[config.mk]
export PLATFORM = sky130hd
export DESIGN_NAME = ysyx_23060332_ifu
export DESIGN_NICKNAME = d
export VERILOG_FILES = /design/src/rtl/ysyx_23060332_ifu.sv
export SDC_FILE = /design/constraint.sdc
export NUM_CORES = 1
export LEC_CHECK = 0
export CAP_MARGIN = 10
export CORE_UTILIZATION = 40
export CTS_CLUSTER_DIAMETER = 40
export DETAILED_ROUTE_END_ITERATION = 8
export PLACE_DENSITY = 0.88
export SETUP_SLACK_MARGIN = 0.4
export SLEW_MARGIN = 20
export SYNTH_ARGS = -nofsm -noshare
export SYNTH_HDL_FRONTEND = slang
export SYNTH_SLANG_ARGS = --single-unit
[constraint.sdc]
create_clock -name clk -period 2.1 [get_ports clk]
set_input_delay 0.525 -clock clk [delete_from_list [all_inputs] [get_ports clk]]
set_output_delay 0.525 -clock clk [all_outputs]
set_load 0.02 [all_outputs]
[src/rtl/ysyx_23060332_ifu.sv]
// Instruction fetch unit: owns the PC, issues one fetch at a time,
// buffers the returned word for decode and squashes fetches on redirect.
module ysyx_23060332_ifu #(
  parameter int              XLEN     = 32,
  parameter logic [XLEN-1:0] RESET_PC = 'h8000_0000
) (
  input  logic            clk,
  input  logic            rst_n,
  output logic            imem_req_valid,
  output logic [XLEN-1:0] imem_req_addr,
  input  logic            imem_req_ready,
  input  logic            imem_rsp_valid,
  input  logic [31:0]     imem_rsp_data,
  output logic            inst_valid,
  input  logic            inst_ready,
  output logic [31:0]     inst,
  output logic [XLEN-1:0] inst_pc,
  input  logic            redirect_valid,
  input  logic [XLEN-1:0] redirect_pc
);

  typedef enum logic [1:0] {
    S_REQ,
    S_WAIT,
    S_HOLD
  } state_e;

  state_e          state_q, state_d;
  logic [XLEN-1:0] pc_q, pc_d;
  logic            kill_q, kill_d;
  logic [31:0]     inst_q, inst_d;
  logic [XLEN-1:0] inst_pc_q, inst_pc_d;
  logic            req_valid_q, req_valid_d;
  logic            inst_valid_q, inst_valid_d;
  logic [XLEN-1:0] rpc;

  assign rpc = redirect_pc & ~(XLEN'(3));

  always_comb begin
    state_d   = state_q;
    pc_d      = pc_q;
    kill_d    = kill_q;
    inst_d    = inst_q;
    inst_pc_d = inst_pc_q;
    unique case (state_q)
      S_REQ: begin
        if (imem_req_ready) begin
          state_d = S_WAIT;
          // old address already accepted: its response must be dropped
          kill_d  = redirect_valid;
        end
      end
      S_WAIT: begin
        if (imem_rsp_valid) begin
          kill_d = 1'b0;
          if (kill_q || redirect_valid) begin
            state_d = S_REQ;
          end else begin
            inst_d    = imem_rsp_data;
            inst_pc_d = pc_q;
            state_d   = S_HOLD;
          end
        end else if (redirect_valid) begin
          kill_d = 1'b1;
        end
      end
      S_HOLD: begin
        if (redirect_valid) begin
          state_d = S_REQ;
        end else if (inst_ready) begin
          pc_d    = pc_q + XLEN'(4);
          state_d = S_REQ;
        end
      end
      default: state_d = S_REQ;
    endcase
    if (redirect_valid) begin
      pc_d = rpc;
    end
    req_valid_d  = (state_d == S_REQ);
    inst_valid_d = (state_d == S_HOLD);
  end

  always_ff @(posedge clk or negedge rst_n) begin
    if (!rst_n) begin
      state_q      <= S_REQ;
      pc_q         <= RESET_PC;
      kill_q       <= 1'b0;
      inst_q       <= '0;
      inst_pc_q    <= '0;
      req_valid_q  <= 1'b1;
      inst_valid_q <= 1'b0;
    end else begin
      state_q      <= state_d;
      pc_q         <= pc_d;
      kill_q       <= kill_d;
      inst_q       <= inst_d;
      inst_pc_q    <= inst_pc_d;
      req_valid_q  <= req_valid_d;
      inst_valid_q <= inst_valid_d;
    end
  end

  assign imem_req_valid = req_valid_q;
  assign imem_req_addr  = pc_q;
  assign inst_valid     = inst_valid_q;
  assign inst           = inst_q;
  assign inst_pc        = inst_pc_q;

endmodule

==> run_results.csv <==
group,metric,value,unit
cells_and_area,final_nets,661,
placed_design,port_buffers,161,
synth,ys_warn_count,0,
synth,synthDominantCellAreaShare,54.8,%
detailed_routing,wire_per_inst,18.9,um
pwr,vdd_ir_drop_max,0.696,mV
setup_path,crit_fanout,7,
setup_path,end_kind,"register",
synth,synthCells,362,
timing,timing.final.crit_period,1.97,ns
placed_design,dp.final_hpwl,8.61,mm
timing,fin_ws,0.132,ns
cells_and_area,syn_to_final_growth,66.8,%
timing,max-slew-margin-rel,59.6,%
detailed_routing,drtIter0Drc,192,
clocking,clk_latency,0.37,ns
synth,avgSynthCellArea,12.0,um2
pwr,power_per_cell_area,1060,mW/mm2
timing,tightest_slew,0.606,ns
setup_path,cp-start-kind,"register",
synth,synth-async-reset-ratio,100,%
placed_design,gp_congestion,0.829,
timing,max_freq,508,MHz
global_routing,grtUsageTotal,24.8,%
detailed_routing,via_count,3899,
synth,synth-edff-count,0,
placed_design,place_ws,-0.492,ns
synth,synth.most_common_cell,"dfrtp_1",
global_routing,grt.overflow.total,0,
flow_run,maxCapViolations,0,
synth,synth.area.top_cells,"dfrtp_1, mux2_2, a31oi_1",
global_routing,antenna_found_initial,0,
timing,skew,0.0154,ns
die,die_height,106,um
synth,synth_seq_cells,97,
timing,setup_viol,0,
clocking,cts_tree,"done",
die,die_area,0.0113,mm2
setup_path,arrival,2.27,ns
die,fp.dieW,106,um
clocking,cts_buffer_depth,2,
global_routing,grt_pass1_vias,3868,
clocking,cts_buffers,9,
detailed_routing,post-route-drc-count,0,
detailed_routing,drtAntennaViolNets,0,
detailed_routing,drt-vias-per-instance,5.33,
die,num_io_pins,168,
clocking,clk_pin_slew,0.10,ns
pwr,leakagePower,3.19,nW
clocking,clock-sinks,97,
synth,synthTopCellsByCount,"dfrtp_1, mux2_2, nand2_1",
cells_and_area,drive_gt1_share,39.0,%
timing,finalHoldViolCount,0,
timing,slew_violations,0,
synth,synth_cell_types,41,
die,start_util,41.6,%
synth,yosysTopAreaCell,"dfrtp_1",
die,core_area,0.0104,mm2
synth,syn_area,0.00434,mm2
worst_hold_path,hp-class,"input pin to async pin",
setup_path,cp.required,2.40,ns
setup_path,worstSetupPathType,"register to register",
detailed_routing,drtPass1Iterations,4,
global_routing,grt_pass1_wl,21.1,mm
cells_and_area,diodes,0,
timing,rsz0062_at_grt,"yes",
die,placement_rows,37,
timing,holdWs,0.158,ns
clocking,htree_levels,3,
synth,ys_seq_area_share,56.0,%
clocking,cts_root_buf,"clkbuf_8",
synth,yosys_most_used_dff,"dfrtp_1",
global_routing,grt_max_degree,44,
outcome,outcome,"finished clean",
detailed_routing,routed_wl,13.8,mm
timing,fin_crit_sh,93.7,%
## cell families (layout without fill, tap and decap cells)
logic type / count (synthesis) / after routing / share of synthesized area, %
multiplexers: 65 / 65 / 16.8
AND/OR/NAND/NOR: 107 / 107 / 13.8
XOR/XNOR: 10 / 10 / 2.02
buffers and inverters: 31 / 261 / 3.67
AO/OA/AOI/OAI: 50 / 50 / 7.24
adder cells (fa/ha/maj): 1 / 1 / 0.289
other: 1 / 4 / 0.0865
flip-flops: 97 / 97 / 56.0
## path summary, 6_finish.rpt
kind	start	end	slack [ns]	cells after the start
worst max-delay path	imem_req_addr[2]	imem_req_addr[28]	0.13	6
worst min-delay path	rst_n	kill_q	0.16	1
worst max register to register	imem_req_addr[2]	imem_req_addr[28]	0.13	6
worst min register to register	inst[20]	inst[20]	0.51	1
max in group asynchronous	rst_n	imem_req_valid	1.31	2
min in group clk	inst[20]	inst[20]	0.51	1
## registers in the layout, indices dropped and copies added (netlist names)
register,flops
state_q,2
kill_q,1
imem_req_valid,1
imem_req_addr,30
inst,32
inst_valid,1
inst_pc,30
## worst max-delay path: stages (launching register included)
cell and delay (ns):
dfrtp_2 0.41, ha_4 0.15, nand3_4 0.06, or4_4 0.52, buf_6 0.15, or4_1 0.47, a31oi_1 0.13
## report_power, final
part	leakage, nW	switching [mW]	internal, mW
Combinational	1.95	1.63	1.73
Sequential	1.12	0.402	2.55
Clock	0.117	0.666	0.708
## what timing repair did
action	in CTS	in global routing
endpoints found under the setup margin	177	94
pin swaps	21	9
hold buffers	0	0
gates resized for setup	190	26
buffers inserted	33	3
cloned	8	0
## final cells by class
type,count,area (um2)
clock buffers,10,138
clock inverters,6,87.6
fillers,751,3190
inverters,7,26.3
multi-input cells,237,2050
flip-flops and latches,97,2460
well taps,136,170
repair buffers,238,2300
## per-stage QoR
stage | instance area (um2) | cells | power (mW) | setup TNS, ns | util [%]
finish | 7230 | 731 | 7.68 | 0 | 69.4
global route | 7230 | 731 | 8.06 | 0 | 69.4
CTS | 7130 | 728 | 7.66 | 0 | 68.5
detailed placement | 6540 | 671 | 6.60 | -18.20 | 62.7
global placement | 6540 | 671 | 6.50 | -17.54 | 62.7
floorplan | 4670 | 365 | 4.82 | 0 | -
## layer usage
| layer | GRT usage, % | share of wire, % | up-vias |
|---|---|---|---|
| met4 | 6.25 | 1.6 | 0 |
| met3 | 6.81 | 7.1 | 18 |
| li1 | - | - | 1779 |
| met2 | 43.3 | 50 | 184 |
| met5 | 0 | 0 | - |
| met1 | 30.3 | 41 | 1918 |
## cell usage in the layout (no fill, tap or decap), types with 3 or more instances in the layout
| master | synthesis | final |
|---|---|---|
| a31oi_1 | 17 | 16 |
| and3_1 | 3 | 3 |
| and4_1 | 3 | 3 |
| buf_12 | 0 | 4 |
| buf_16 | 0 | 8 |
| buf_2 | 7 | 17 |
| buf_4 | 5 | 51 |
| buf_6 | 2 | 15 |
| clkbuf_8 | 0 | 10 |
| clkdlybuf4s15_1 | 0 | 6 |
| clkdlybuf4s15_2 | 0 | 5 |
| clkdlybuf4s50_1 | 0 | 64 |
| conb_1 | 1 | 4 |
| dfrtp_1 | 95 | 69 |
| dfrtp_2 | 0 | 26 |
| dlygate4sd2_1 | 0 | 67 |
| inv_1 | 6 | 6 |
| mux2_2 | 63 | 12 |
| mux2_4 | 0 | 51 |
| nand2_1 | 23 | 21 |
| nand3_1 | 10 | 7 |
| nand4_1 | 8 | 8 |
| nor2_1 | 22 | 22 |
| nor3_1 | 5 | 5 |
| nor4_1 | 4 | 4 |
| o21ai_0 | 17 | 13 |
| o31ai_1 | 10 | 8 |
| or3_1 | 6 | 6 |
| or4_1 | 13 | 9 |
| or4_4 | 2 | 6 |
| xnor2_1 | 7 | 7 |
| xor2_1 | 3 | 3 |
No activity file was read; power rests on OpenSTA's default activity.
